`config.mk`:
```
export PLATFORM = sky130hd
export DESIGN_NAME = press_count_rpt
export DESIGN_NICKNAME = d
export VERILOG_FILES = /design/src/rtl/press_count_rpt.sv
export SDC_FILE = /design/constraint.sdc
export NUM_CORES = 1
export LEC_CHECK = 0
export CORE_MARGIN = 5
export CORE_UTILIZATION = 35
export CTS_CLUSTER_SIZE = 40
export DETAILED_ROUTE_END_ITERATION = 8
export PLACE_DENSITY = 0.52
export SLEW_MARGIN = 20
export SYNTH_ARGS = -nofsm -noshare
export SYNTH_HDL_FRONTEND = slang
export SYNTH_HIERARCHICAL = 1
export SYNTH_SLANG_ARGS = --single-unit
```
`constraint.sdc`:
```
create_clock -name clock -period 7.7 [get_ports clock]
set_input_delay 1.155 -clock clock [delete_from_list [all_inputs] [get_ports clock]]
set_output_delay 1.155 -clock clock [all_outputs]
set_load 0.01 [all_outputs]
```
`src/rtl/press_count_rpt.sv`:
```
// press_count_rpt: two debounced push-buttons with auto-repeat
// driving a WIDTH-bit up/down counter with wrap or saturate.

module press_count_rpt_ch #(
  parameter int DEBOUNCE     = 4,
  parameter int REPEAT_DELAY = 16,
  parameter int REPEAT_RATE  = 4
) (
  input  logic clock,
  input  logic reset,
  input  logic raw,
  output logic pressed,
  output logic step
);

  localparam int DW = $clog2(DEBOUNCE + 1);
  localparam int HW =
    (REPEAT_DELAY > 0) ? $clog2(REPEAT_DELAY + 1) : 1;
  localparam int RW =
    (REPEAT_RATE > 1) ? $clog2(REPEAT_RATE) : 1;
  localparam logic [DW-1:0] D_LAST = DW'(DEBOUNCE - 1);
  localparam logic [HW-1:0] H_TOP  = HW'(REPEAT_DELAY);
  localparam logic [RW-1:0] R_LAST = RW'(REPEAT_RATE - 1);
  localparam bit REP_EN = (REPEAT_DELAY > 0);

  logic          meta_q, meta_d;
  logic          sync_q, sync_d;
  logic          prs_q, prs_d;
  logic          dly_q, dly_d;
  logic [DW-1:0] db_q, db_d;
  logic [HW-1:0] h_q, h_d;
  logic [RW-1:0] r_q, r_d;
  logic          at_top;
  logic          rep;

  assign pressed = prs_q;

  // Sync, debounce, saturating hold count and repeat phase
  always_comb begin
    meta_d = raw;
    sync_d = meta_q;
    dly_d  = prs_q;
    prs_d  = prs_q;
    db_d   = '0;
    h_d    = '0;
    r_d    = '0;
    at_top = (h_q == H_TOP);
    if (sync_q != prs_q) begin
      if (db_q == D_LAST) begin
        prs_d = ~prs_q;
      end else begin
        db_d = db_q + 1'b1;
      end
    end
    if (prs_q) begin
      h_d = at_top ? h_q : h_q + 1'b1;
      if (at_top) begin
        r_d = (r_q == R_LAST) ? '0 : r_q + 1'b1;
      end
    end
    rep  = REP_EN && prs_q && at_top && (r_q == '0);
    step = (prs_q & ~dly_q) | rep;
  end

  // Channel state register
  always_ff @(posedge clock) begin
    if (reset) begin
      meta_q <= 1'b0;
      sync_q <= 1'b0;
      prs_q  <= 1'b0;
      dly_q  <= 1'b0;
      db_q   <= '0;
      h_q    <= '0;
      r_q    <= '0;
    end else begin
      meta_q <= meta_d;
      sync_q <= sync_d;
      prs_q  <= prs_d;
      dly_q  <= dly_d;
      db_q   <= db_d;
      h_q    <= h_d;
      r_q    <= r_d;
    end
  end

endmodule

module press_count_rpt #(
  parameter int WIDTH        = 8,
  parameter int DEBOUNCE     = 4,
  parameter int REPEAT_DELAY = 16,
  parameter int REPEAT_RATE  = 4,
  parameter int SATURATE     = 0
) (
  input  logic             clock,
  input  logic             reset,
  input  logic             countu,
  input  logic             countd,
  output logic [WIDTH-1:0] nr_presses,
  output logic             pressed_u,
  output logic             pressed_d,
  output logic             overflow,
  output logic             underflow
);

  localparam logic [WIDTH-1:0] MAX = '1;
  localparam bit SAT = (SATURATE != 0);

  logic             step_u;
  logic             step_d;
  logic             up_only;
  logic             dn_only;
  logic [WIDTH-1:0] cnt_q, cnt_d;
  logic             ovf_q, ovf_d;
  logic             unf_q, unf_d;

  press_count_rpt_ch #(
    .DEBOUNCE     (DEBOUNCE),
    .REPEAT_DELAY (REPEAT_DELAY),
    .REPEAT_RATE  (REPEAT_RATE)
  ) u_ch (
    .clock   (clock),
    .reset   (reset),
    .raw     (countu),
    .pressed (pressed_u),
    .step    (step_u)
  );

  press_count_rpt_ch #(
    .DEBOUNCE     (DEBOUNCE),
    .REPEAT_DELAY (REPEAT_DELAY),
    .REPEAT_RATE  (REPEAT_RATE)
  ) d_ch (
    .clock   (clock),
    .reset   (reset),
    .raw     (countd),
    .pressed (pressed_d),
    .step    (step_d)
  );

  assign up_only    = step_u & ~step_d;
  assign dn_only    = step_d & ~step_u;
  assign nr_presses = cnt_q;
  assign overflow   = ovf_q;
  assign underflow  = unf_q;

  // Counter next value; coincident steps cancel
  always_comb begin
    cnt_d = cnt_q;
    ovf_d = 1'b0;
    unf_d = 1'b0;
    unique case (1'b1)
      up_only: begin
        ovf_d = (cnt_q == MAX);
        if (!(ovf_d && SAT)) cnt_d = cnt_q + 1'b1;
      end
      dn_only: begin
        unf_d = (cnt_q == '0);
        if (!(unf_d && SAT)) cnt_d = cnt_q - 1'b1;
      end
      default: ;
    endcase
  end

  // Counter and flag register
  always_ff @(posedge clock) begin
    if (reset) begin
      cnt_q <= '0;
      ovf_q <= 1'b0;
      unf_q <= 1'b0;
    end else begin
      cnt_q <= cnt_d;
      ovf_q <= ovf_d;
      unf_q <= unf_d;
    end
  end

endmodule

```
==> impl_metrics.env <==
export IMPL_status="complete, no violations"
export IMPL_async_reset_ff_frac=0
export IMPL_drv_cap=0
export IMPL_crit_required_ns=7.91
export IMPL_wl_per_cell_um=12.1
export IMPL_drive_above_1_share=0.0944
export IMPL_crit_cells=13
export IMPL_rsz0062_at_grt="false"
export IMPL_grt_max_degree=26
export IMPL_cp_arrival_ns=3.95
export IMPL_min_period_ns=3.74
export IMPL_hpwl_mm=2.56
export IMPL_synth_flop_cell="dfxtp_1"
export IMPL_path_class="reg -> reg"
export IMPL_htreeDepth=2
export IMPL_hold_path_class="reg -> reg"
export IMPL_cts_buffers_inserted=5
export IMPL_ys_seq_elements=38
export IMPL_power_leakage_nw=0.860
export IMPL_die_w_um=88.2
export IMPL_multi_input_area_um2=1230
export IMPL_seq_power_share=0.575
export IMPL_ys_seq_area_frac=0.355
export IMPL_start_util=0.362
export IMPL_holdBufCountCts=0
export IMPL_pwr_share_comb=0.022
export IMPL_synth_area_per_cell_um2=9.56
export IMPL_grt_overflow=0
export IMPL_p_int_w=0.000274
export IMPL_synth_edff_count=0
export IMPL_fin_tns_setup_ns=0
export IMPL_powerDensity_nw_per_um2=144
export IMPL_num_rows=28
export IMPL_hold_viol_final=0
export IMPL_ios=16
export IMPL_post_route_period_util=0.486
export IMPL_postCtsSetupRepairBufs=0
export IMPL_fin_cells=308
export IMPL_finalPower_w=0.000345
export IMPL_dieHeight_um=88.2
export IMPL_crit_slowest_cell="nor4bb_1"
export IMPL_clock_skew_ns=0.00456
export IMPL_track_usage=0.110
export IMPL_clockPowerShare=0.403
export IMPL_synth_cell_types=54
export IMPL_areaGrowthSynthToFinish_pct=12.0
export IMPL_fmax_mhz=267
export IMPL_drt_iter0_drc=68
export IMPL_setup_viol=0
export IMPL_path_buf_inv=2
export IMPL_drc=0
export IMPL_cp_cell_sequence="inv_1, ha_1, nor4bb_1, a31o_2, inv_1, ha_1, xor2_1, ha_1, and3b_1, o21ai_0, a21oi_1, or4_1, a21oi_1"
export IMPL_clkSinkCount=38
export IMPL_coreArea_um2=5920
export IMPL_ant_nets=0
export IMPL_yosysWarnings=6
export IMPL_postCtsResizedCells=0
export IMPL_clockBufferDepth=2
export IMPL_r2r_cells=13
export IMPL_swShare=0.206
export IMPL_wl_mm=3.74
export IMPL_antenna_found_initial=0
export IMPL_grt_pass1_wl_mm=6.83
export IMPL_preCtsSetupSlack_ns=3.95
export IMPL_critPathCaptureType="register"
export IMPL_grt_pass1_vias=1482
export IMPL_num_vias=1572
export IMPL_cpMostUsedCell="ha_1"
export IMPL_hold_depth=1
export IMPL_syn_inst=224
export IMPL_io_buffers=15
export IMPL_tightest_slew_ns=1.02
export IMPL_path_delay_family="simple AND/OR/NAND/NOR gates"
export IMPL_via_per_inst=5.10
export IMPL_insertion_delay_ns=0.28
export IMPL_clkTransAtPathRegs_ns=0.07
export IMPL_gp_congestion=0.760
export IMPL_syn_num_nets=244
export IMPL_seqCellArea_um2=761
export IMPL_worst_slew_margin_rel=0.313
export IMPL_timing_final_ws_setup_ns=3.96
export IMPL_p_sw_w=0.0000709
export IMPL_diodes=0
export IMPL_root_buffer="clkbuf_8"
export IMPL_cts_tree="yes"
export IMPL_drv_slew=0
export IMPL_dieArea_um2=7780
export IMPL_peakVddDrop_v=0.0000781
export IMPL_layout_nets=252
export IMPL_drtPass1Iterations=4
export IMPL_fillers=584
export IMPL_place_inst=300
export IMPL_startpoint_type="register"
export IMPL_max_stage_delay_ns=0.80
export IMPL_synth_area_um2=2140
export IMPL_cp_max_fo=19
==> kinds of logic (layout without fill, tap and decap cells) <==
group / Yosys count / in the layout / synth area share
buffers and inverters: 32 / 41 / 0.0719
and+or+nand+nor: 79 / 79 / 0.265
muxes: 14 / 14 / 0.0660
adders and majority gates: 16 / 16 / 0.0935
DFF: 38 / 38 / 0.355
AOI/OAI and AO/OA: 37 / 37 / 0.115
xor gates and xnor gates: 8 / 8 / 0.0327
==> power by group through the flow <==
| stage | Combinational (W) | Sequential (W) | Clock [W] |
|---|---|---|---|
| 2_1_floorplan | 0.00000470 | 0.000203 | 0 |
| 3_3_place_gp | 0.00000785 | 0.000203 | 0 |
| 6_report | 0.00000769 | 0.000198 | 0.000139 |
| 5_1_grt | 0.00000859 | 0.000198 | 0.000154 |
| 4_1_cts | 0.00000789 | 0.000198 | 0.000146 |
| 3_5_place_dp | 0.00000793 | 0.000203 | 0 |
==> layer usage <==
metal | up-vias | GRT usage | routed length [um]
li1 | 816 | - | -
met1 | 730 | 0.144 | 1870
met2 | 21 | 0.175 | 1690
met3 | 5 | 0.0279 | 125
met4 | 0 | 0.0371 | 56
met5 | - | 0 | 0
==> metrics by stage <==
| step | util | hold WS, ns | cell area (um2) |
|---|---|---|---|
| floorplan | - | 0.408 | 2140 |
| global placement | 0.389 | 0.419 | 2310 |
| detailed placement | 0.389 | 0.420 | 2310 |
| CTS | 0.405 | 0.437 | 2400 |
| global route | 0.405 | 0.452 | 2400 |
| finish | 0.405 | 0.431 | 2400 |
==> synthesized netlist by cell type, types with 2 or more instances <==
cell type,number,area (um2)
a21boi_0,2,15.0
a21oi_1,11,55.1
a31o_2,2,17.5
a31oi_1,2,12.5
and4b_1,2,20.0
buf_2,6,30.0
buf_4,5,37.5
clkbuf_1,4,15.0
dfxtp_1,38,761
ha_1,16,200
inv_1,16,60.1
mux2i_1,13,130
nand2_1,5,18.8
nand2b_1,4,25.0
nand3_1,5,25.0
nand3b_1,10,75.1
nand4b_1,2,17.5
nor2_1,7,26.3
nor2b_1,8,50.1
nor3_1,5,25.0
nor4_1,4,25.0
nor4b_1,2,17.5
nor4b_2,2,30.0
nor4b_4,2,47.6
nor4bb_1,2,20.0
o21ai_0,7,35.0
or2b_1,2,15.0
or3_1,3,18.8
or3b_1,5,43.8
or3b_2,2,17.5
xnor2_1,5,43.8
xor2_1,3,26.3
==> cell usage in the layout, fill, tap and decap left out, drive strengths merged, types with 2 or more instances in the layout <==
| master | synthesis | final |
|---|---|---|
| buf | 12 | 2 |
| nand2 | 5 | 5 |
| nor2b | 8 | 8 |
| inv | 16 | 16 |
| nand3 | 5 | 5 |
| mux2i | 13 | 13 |
| or3 | 3 | 3 |
| or3b | 7 | 7 |
| a21boi | 2 | 2 |
| clkbuf | 4 | 7 |
| xnor2 | 5 | 5 |
| nor4bb | 2 | 2 |
| dfxtp | 38 | 38 |
| ha | 16 | 16 |
| a21oi | 12 | 12 |
| a31o | 2 | 2 |
| nor4 | 4 | 4 |
| nand4b | 2 | 2 |
| a31oi | 2 | 2 |
| nand3b | 10 | 10 |
| o21ai | 7 | 7 |
| nor4b | 6 | 6 |
| nand2b | 4 | 4 |
| and4b | 2 | 2 |
| or2b | 2 | 2 |
| xor2 | 3 | 3 |
| nor3 | 5 | 5 |
| clkdlybuf4s50 | 0 | 15 |
| nor2 | 7 | 7 |
==> final cells by class <==
class | instances | area share
multi-input combinational | 154 | 0.511
sequential | 38 | 0.317
timing repair buffer | 17 | 0.0689
tap | 75 | 0.0391
clock buffer | 7 | 0.0360
inverter | 16 | 0.0251
clock inverter | 1 | 0.00209
==> registers in the layout (all words and copies together) (netlist names) <==
name	cells
nr_presses	8
d_ch/r_q	2
u_ch/h_q	5
d_ch/meta_q	1
d_ch/pressed	1
underflow	1
u_ch/meta_q	1
d_ch/sync_q	1
u_ch/sync_q	1
u_ch/pressed	1
d_ch/dly_q	1
u_ch/db_q	3
u_ch/dly_q	1
d_ch/db_q	3
overflow	1
u_ch/r_q	2
d_ch/h_q	5
==> path summary, 6_finish.rpt <==
path         slack (ns)                         end                startpoint
max reg2reg        3.96  nr_presses[4]$_SDFFE_PP0P_  u_ch/h_q[0]$_SDFFE_PP0P_
min reg2reg        0.43     d_ch/db_q[0]$_SDFF_PP0_   d_ch/db_q[0]$_SDFF_PP0_
min                0.43     d_ch/db_q[0]$_SDFF_PP0_   d_ch/db_q[0]$_SDFF_PP0_
max                3.96  nr_presses[4]$_SDFFE_PP0P_  u_ch/h_q[0]$_SDFFE_PP0P_
==> worst register-to-register path: stages (launching register included) <==
cell      delay (ns)
dfxtp_1         0.34
inv_1           0.07
ha_1            0.13
nor4bb_1        0.80
a31o_2          0.28
inv_1           0.06
ha_1            0.41
xor2_1          0.23
ha_1            0.25
and3b_1         0.17
o21ai_0         0.25
a21oi_1         0.13
or4_1           0.41
a21oi_1         0.15
Note: power is estimated with default switching activity, not from simulation.
